## config.mk

```make
export PLATFORM = sky130hd
export DESIGN_NAME = mandelbrot_invoker
export DESIGN_NICKNAME = d
export VERILOG_FILES = /design/src/rtl/mandelbrot_invoker.sv
export SDC_FILE = /design/constraint.sdc
export NUM_CORES = 2
export LEC_CHECK = 0
export BUFFER_PORTS_ARGS = -buffer_cell sky130_fd_sc_hd__buf_4
export CAP_MARGIN = 20
export CELL_PAD_IN_SITES_DETAIL_PLACEMENT = 0
export CELL_PAD_IN_SITES_GLOBAL_PLACEMENT = 1
export CORE_ASPECT_RATIO = 1.2
export CORE_MARGIN = 2
export CORE_UTILIZATION = 51
export CTS_CLUSTER_SIZE = 25
export DETAILED_ROUTE_END_ITERATION = 10
export PLACE_DENSITY_LB_ADDON = 0.05
export SLEW_MARGIN = 20
export SYNTH_ARGS = -nofsm -noshare
export SYNTH_HDL_FRONTEND = slang
export SYNTH_SLANG_ARGS = --single-unit
```

## constraint.sdc

```tcl
create_clock -name clock -period 10 [get_ports clock]
set_input_delay 0.5 -clock clock [delete_from_list [all_inputs] [get_ports clock]]
set_output_delay 0.5 -clock clock [all_outputs]
set_load 0.1 [all_outputs]
```

## src/rtl/mandelbrot_invoker.sv

```systemverilog
// mandelbrot_invoker
//   Caller-side driver for the mandelbrot HLS component. Job descriptors are queued in a small
//   FIFO and tagged on entry. Each job is issued as one call: the nine arguments are registered
//   and held, start is raised until the component accepts it, then the FSM waits for the return.
//   Each accepted return produces one tagged completion. Only one call is ever outstanding.
// Ports
//   clock, resetn            clock, asynchronous active-low reset
//   job_valid/job_ready      job descriptor handshake; job_args = {xmax,...,dy}, xmax in MSBs
//   start, busy              component call.valid / call.stall
//   done, stall              component return.valid / return.stall
//   xmax .. dy               argument conduits, stable from call issue until return acceptance
//   cpl_valid/cpl_ready      completion handshake; cpl_tag = tag of the completed job
//   pending                  FIFO occupancy (excludes the in-flight job)
//   err_timeout              sticky: a WAIT lasted TIMEOUT cycles without a return

module mandelbrot_invoker #(
    parameter int unsigned DEPTH   = 4,
    parameter int unsigned TAG_W   = 8,
    parameter int unsigned TIMEOUT = 65535
) (
    input  logic                    clock,
    input  logic                    resetn,
    input  logic                    job_valid,
    output logic                    job_ready,
    input  logic [287:0]            job_args,
    output logic                    start,
    input  logic                    busy,
    input  logic                    done,
    output logic                    stall,
    output logic [31:0]             xmax,
    output logic [31:0]             xmin,
    output logic [31:0]             ymax,
    output logic [31:0]             ymin,
    output logic [31:0]             maxiter,
    output logic [31:0]             xres,
    output logic [31:0]             yres,
    output logic [31:0]             dx,
    output logic [31:0]             dy,
    output logic                    cpl_valid,
    input  logic                    cpl_ready,
    output logic [TAG_W-1:0]        cpl_tag,
    output logic [$clog2(DEPTH):0]  pending,
    output logic                    err_timeout
);

    localparam int unsigned AW = $clog2(DEPTH);
    localparam int unsigned TW = (TIMEOUT > 1) ? $clog2(TIMEOUT + 1) : 1;
    localparam logic [TW-1:0] TMAX = TW'(TIMEOUT);

    typedef enum logic [1:0] {StIdle, StCall, StWait} state_e;

    // FIFO entry carries the tag alongside the arguments so the tag is fixed at push time.
    logic [TAG_W+287:0] mem [DEPTH];
    logic [AW:0]        wr_ptr_q, rd_ptr_q;
    logic [TAG_W-1:0]   tag_q;
    logic               push, pop, empty, full;

    state_e             state_q;
    logic               start_q;
    logic [287:0]       args_q;
    logic [TAG_W-1:0]   cur_tag_q;
    logic               cpl_valid_q;
    logic [TAG_W-1:0]   cpl_tag_q;
    logic [TW-1:0]      timer_q;
    logic               err_q;

    assign pending   = wr_ptr_q - rd_ptr_q;
    assign full      = (pending == (AW + 1)'(DEPTH));
    assign empty     = (pending == '0);
    assign job_ready = !full;
    assign push      = job_valid && job_ready;
    assign pop       = (state_q == StIdle) && !empty;

    // The return is blocked while the completion slot still holds an undrained completion.
    assign stall       = cpl_valid_q && !cpl_ready;
    assign start       = start_q;
    assign cpl_valid   = cpl_valid_q;
    assign cpl_tag     = cpl_tag_q;
    assign err_timeout = err_q;

    assign xmax    = args_q[287:256];
    assign xmin    = args_q[255:224];
    assign ymax    = args_q[223:192];
    assign ymin    = args_q[191:160];
    assign maxiter = args_q[159:128];
    assign xres    = args_q[127:96];
    assign yres    = args_q[95:64];
    assign dx      = args_q[63:32];
    assign dy      = args_q[31:0];

    always_ff @(posedge clock) begin
        if (push) begin
            mem[wr_ptr_q[AW-1:0]] <= {tag_q, job_args};
        end
    end

    always_ff @(posedge clock or negedge resetn) begin
        if (!resetn) begin
            wr_ptr_q <= '0;
            rd_ptr_q <= '0;
            tag_q    <= '0;
        end else begin
            if (push) begin
                wr_ptr_q <= wr_ptr_q + (AW + 1)'(1);
                tag_q    <= tag_q + TAG_W'(1);
            end
            if (pop) begin
                rd_ptr_q <= rd_ptr_q + (AW + 1)'(1);
            end
        end
    end

    always_ff @(posedge clock or negedge resetn) begin
        if (!resetn) begin
            state_q     <= StIdle;
            start_q     <= 1'b0;
            args_q      <= '0;
            cur_tag_q   <= '0;
            cpl_valid_q <= 1'b0;
            cpl_tag_q   <= '0;
            timer_q     <= '0;
            err_q       <= 1'b0;
        end else begin
            // A new completion in the same cycle overrides this drain below.
            if (cpl_valid_q && cpl_ready) begin
                cpl_valid_q <= 1'b0;
            end
            case (state_q)
                StIdle: begin
                    if (!empty) begin
                        {cur_tag_q, args_q} <= mem[rd_ptr_q[AW-1:0]];
                        start_q             <= 1'b1;
                        state_q             <= StCall;
                    end
                end
                StCall: begin
                    if (!busy) begin
                        start_q <= 1'b0;
                        timer_q <= '0;
                        state_q <= StWait;
                    end
                end
                StWait: begin
                    if (done && !stall) begin
                        cpl_valid_q <= 1'b1;
                        cpl_tag_q   <= cur_tag_q;
                        state_q     <= StIdle;
                    end else if (TIMEOUT != 0) begin
                        // Saturating counter; the FSM keeps waiting after the flag sets.
                        if (timer_q != TMAX) begin
                            timer_q <= timer_q + TW'(1);
                        end
                        if (timer_q == TMAX - TW'(1)) begin
                            err_q <= 1'b1;
                        end
                    end
                end
                default: begin
                    state_q <= StIdle;
                end
            endcase
        end
    end

endmodule

```

Word level (Yosys, flattened, before mapping)
Memory sizes are Yosys's and may differ from the RTL's. A register that Yosys moved wholly into a read port is not among the register bits. Cells that the tools add are included.

$add $sub $neg: 5. Equal/unequal tests: 10. Multiplexer cells: 16. Bitwise operators: 2. Reduce and logical (&&, ||, !) cells: 20.

Operators by type and width (number): two-way mux 16 bit (3); case mux 16 bit (2 select lines) (1); adder 16 x 1 -> 16 bit, second input constant (1); equality test 16 bit, second input constant (1); != test 16 bit, second input constant (1); != test 2 bit, second input constant (5); AND reduction 3 bit (3); adder 8 x 1 -> 8 bit, second input constant (1); two-way mux 1 bit (7); adder 3 x 1 -> 3 bit, second input constant (2); two-way mux 2 bit (3); case mux 2 bit (3 select lines) (1); logical AND 1 bit (5); logical NOT 1 bit (5); AND reduction 2 bit (2); AND reduction 4 bit (1); nonzero test 2 bit (2); equality test 3 bit, second input constant (1); logical NOT 3 bit (1); subtractor 3 bit (1); equality test 2 x 1 -> 1 bit, second input constant (1); equality test 2 bit, second input constant (1); logical NOT 2 bit (1); inverter 1 bit (2); case mux 1 bit (2 select lines) (1).

Flip-flop bits (word level): 43. Memory bits (writable): 1184. Input bits: 294. Output and inout bits: 304. Word-level logic and storage cells: 63. Memories: 1.

Memory list: mem (depth 4, width 296, rd ports 1, clocked after memory_dff 1, wr ports 1, RTL line 53) `logic [TAG_W+287:0] mem [DEPTH];`.

Depth between registers and ports, before layout
Depth after elaboration: 6. Mapped depth: 10. Depth with buffers taken out: 8.

Worst setup path after synthesis
No wires, ideal clock.

Kind: register to register. Start: register wr_ptr_q[0]. End: memory mem[0][0] (netlist bit) (enable). Setup time: 697 ps. Arrival time: 9041 ps. Path slack: 262 ps. Cell stages (with the launch flop): 9. Buffers on the path: 1. Path through: dfrtp_1 > inv_1 > ha_1 > fa_1 > xnor3_1 > inv_1 > a21boi_1 > buf_2 > and2_1.

Cells in the longest elaborated chain, start to end: 6.

Ends and longest elaborated chain: start: declaration (RTL line 54) `logic [AW:0] wr_ptr_q, rd_ptr_q;`; start signal: assignment (RTL line 104) `wr_ptr_q <= wr_ptr_q + (AW + 1)'(1);`; subtractor 3 bit (RTL line 67) `assign pending = wr_ptr_q - rd_ptr_q;`; via pending[2] (RTL line 42) `output logic [$clog2(DEPTH):0] pending,`; equality test 3 bit (RTL line 68) `assign full = (pending == (AW + 1)'(DEPTH));`; logical NOT 1 bit (RTL line 70) `assign job_ready = !full;`; logical AND 1 bit (RTL line 71) `assign push = job_valid && job_ready;`; two-way mux 1 bit (RTL line 92) `if (push) begin`; two-way mux 1 bit (implied by the code) (RTL line 93) `mem[wr_ptr_q[AW-1:0]] <= {tag_q, job_args};`; end: declaration (RTL line 53).

The timed path passes the listed nets, and every way through them passes these cells.

Worst setup path in the final report
Start: register rd_ptr_q[0]. End: memory mem[1][170] (netlist bit) (enable).

Cells in the longest elaborated chain, start to end: 6.

Ends and longest elaborated chain: start: declaration (RTL line 54); start signal: assignment (RTL line 108) `rd_ptr_q <= rd_ptr_q + (AW + 1)'(1);`; subtractor 3 bit (RTL line 67); equality test 3 bit (RTL line 68); logical NOT 1 bit (RTL line 70); logical AND 1 bit (RTL line 71); two-way mux 1 bit (RTL line 92); two-way mux 1 bit (implied by the code) (RTL line 93).

No other way between the ends.

==> results by group <==
CTS
  • H-tree level count: 4
  • CTS buffer count: 151
  • Clock sinks: 1,523
  • Root Buffer: clkbuf_16
  • Worst-Skew Late Latency: 770 ps
  • CTS tree: done
  • Max clock buf depth: 3
  • # Post-CTS Setup Buffers: 0
  • Worst-path clk slew: 60 ps

STA
  • Sum Neg Setup Slack: 0 ps
  • Clock skew: 22.4 ps
  • Final period util: 50.5%
  • Period minus WS final: 5050 ps
  • Slew Viols, Final: 0
  • RSZ-0062 raised after global routing: false
  • Measured slew at the worst slew-check pin: 1210 ps
  • Final number of hold-violating endpoints: 0
  • Max Freq: 0.198 GHz
  • Slew headroom: 19.0%
  • Setup violations, final: 0

Place
  • HPWL after detailed placement: 72.8 mm
  • Routability congestion estimate: 0.750
  • Placed insts: 4,316
  • IO buf count: 597

Synthesis
  • Net count after synthesis: 2,685
  • Seq/Total Area, Yosys: 78.7%
  • Synth top area cells: edfxtp_1, dfrtp_1, mux4_2
  • Post-synth ARST share: 22.3%
  • Average size of a mapped cell: 23.5 sq um
  • Area of the mapped netlist: 56,000 sq um
  • Largest area contributor in the netlist: edfxtp_1
  • Top-area cell type share of the netlist area: 63.5%
  • FF+latch count, synth: 1,523
  • Library cells used by synthesis: 51
  • Number of synthesized flops with an enable pin: 1,184
  • Primary FF master, synth: edfxtp_1
  • Yosys warnings: 0
  • Synthesized instance count: 2,381

Setup path
  • Critical Path End Type: flop
  • Max incr delay on CP: 940 ps
  • CP Cell Sequence: ha_1, fa_1, and2_1, a21boi_1, and2_4, buf_12
  • CP max-delay cell: and2_4
  • Critical path required time: 10,360 ps
  • Kind of critical path: flop to flop
  • Critical path startpoint category: flop
  • Crit-path max FO: 152
  • Arrival time at the worst endpoint: 5410 ps

Detailed routing
  • Vias after detailed routing: 27,000
  • DRT iter0 DRCs: 1,677
  • DR vias/cell: 5.52
  • ANT nets after route: 0
  • Post-Route WL: 123 mm
  • Wire length per cell: 25.1 microns
  • Drt drc: 0
  • Pre-Repair DR Iteration Count: 5

Global route
  • Number of global-route vias before repair: 29,000
  • Largest net degree at the start of global routing: 153
  • GRT Total Usage: 22.2%
  • First-pass GRT wire length: 185 mm
  • Initial antenna violation count: 27
  • Grt total ovfl: 0

Final layout
  • Layout area overhead: 24.6%
  • Fillcell total: 7,466
  • Final Util: 63.9%
  • Share of cells above drive strength 1: 35.3%
  • Post-Layout Cell Count: 4,900
  • Fin nets: 3,647

Die
  • Die Y: 367 microns
  • Starting density of the core: 51.3%
  • Die width: 306 microns
  • Core area: 109,000 sq um
  • FP Rows: 133
  • Die footprint: 112,000 sq um
  • IO Count: 598

Worst hold path
  • Hold WC Path Type: input port to flop

Job
  • Max-Cap Viols: 0

Run status
  • Status: completed
## final timing paths
check | start | to | slack, ps | cells past startpoint
worst max-delay path | rd_ptr_q[0] | mem[1][170] | 4950 | 6
worst min-delay path | done | timer_q[6] | 160 | 4
worst max register to register | rd_ptr_q[0] | mem[1][170] | 4950 | 6
worst min register to register | args_q[281] | args_q[281] | 480 | 1
max in group asynchronous | resetn | args_q[270] | 7510 | 4
min in group asynchronous | resetn | args_q[52] | 300 | 2
## sequential cells by signal, summed over array words and instances, names as in the netlist
| signal | flops |
|---|---|
| start | 1 |
| tag_q | 8 |
| timer_q | 16 |
| wr_ptr_q | 3 |
| state_q | 2 |
| rd_ptr_q | 3 |
| mem | 1184 |
| cur_tag_q | 8 |
| args_q | 288 |
| err_timeout | 1 |
| cpl_valid | 1 |
| cpl_tag | 8 |
## cell families (layout without fill, tap and decap cells)
kind of cell / Yosys count / after routing / share of synthesized area, %
AOI/OAI and AO/OA: 29 / 29 / 0.391
xor gates and xnor gates: 12 / 12 / 0.212
adders and majority gates: 10 / 10 / 0.237
buffers and inverters: 115 / 1205 / 1.55
DFF: 1523 / 1523 / 78.7
muxes: 606 / 606 / 18.1
other: 0 / 12 / 0
and+or+nand+nor: 86 / 86 / 0.809
## routing by layer
| metal | up-vias | global-route usage (%) | wire length [microns] | share of wire, % |
|---|---|---|---|---|
| li1 | 11700 | - | - | - |
| met3 | 209 | 6.98 | 9310 | 7.6 |
| met5 | - | 0 | 169 | 0.14 |
| met2 | 765 | 36.3 | 61500 | 50 |
| met1 | 14300 | 28.5 | 48700 | 40 |
| met4 | 28 | 7.56 | 3320 | 2.7 |
## final cells by class
cell class                 instances  area, sq um  share of cell area (%)
sequential                      1523        44000                    63.2
multi-input combinational        743        11100                    15.9
timing repair buffer             914         7750                    11.1
clock buffer                     216         4280                    6.14
tap                             1417         1770                    2.54
clock inverter                    65          733                    1.05
inverter                          10         37.5                  0.0538
antenna                           12         30.0                  0.0431
## cells in the final DEF (no fill, tap or decap), types with 5 or more instances in the layout
cell,n
dlygate4sd3_1,290
buf_12,11
bufinv_16,14
buf_4,611
mux2_2,80
clkinvlp_4,7
a2bb2oi_1,5
edfxtp_1,1184
mux2i_1,6
nor4_1,5
mux2_1,224
inv_1,10
nand2_1,31
mux4_2,296
inv_6,6
ha_1,9
dfrtp_1,337
diode_2,12
clkinv_1,19
nand3_1,6
clkbuf_8,15
nor3_1,7
clkinv_2,14
xnor2_1,7
nand4_1,7
clkbuf_16,156
clkbuf_1,45
nand2b_1,6
## worst max-delay path: cells and delay by family (launching register included)
family                   cells  cell delay, ps
buffers and inverters        1             650
AND/OR/NAND/NOR              2            1140
AO/OA/AOI/OAI                1             790
flip-flops                   1             910
adder cells (fa/ha/maj)      2             730
## synth_stat cells, drive strengths merged, types with 2 or more instances
| library cell | n |
|---|---|
| a21boi | 5 |
| a21oi | 3 |
| a2bb2oi | 5 |
| and2 | 6 |
| and3 | 4 |
| and4 | 2 |
| buf | 66 |
| clkbuf | 39 |
| dfrtp | 339 |
| edfxtp | 1184 |
| ha | 9 |
| inv | 10 |
| mux2 | 304 |
| mux2i | 6 |
| mux4 | 296 |
| nand2 | 31 |
| nand2b | 6 |
| nand3 | 6 |
| nand3b | 2 |
| nand4 | 7 |
| nor2 | 2 |
| nor3 | 7 |
| nor4 | 5 |
| o21ai | 4 |
| o31ai | 2 |
| or3 | 3 |
| or4 | 2 |
| xnor2 | 7 |
| xor2 | 4 |
## stage by stage
step	setup slack, ps	hold WS (ps)	cell area, sq um
floorplan	262	204	56000
global placement	4850	459	61800
detailed placement	4840	476	61800
CTS	4850	95.3	69700
global route	4590	141	69700
finish	4950	164	69700
## what timing repair did
| item | 4_1_cts | 5_1_grt |
|---|---|---|
| gates resized for setup | 0 | 0 |
| hold buffers | 290 | 0 |
| endpoints found under the hold margin | 1209 | 0 |
Power is left out: the tool's default activity adds up to more than one toggle a clock period on the data nets, which glitch-free logic cannot reach.
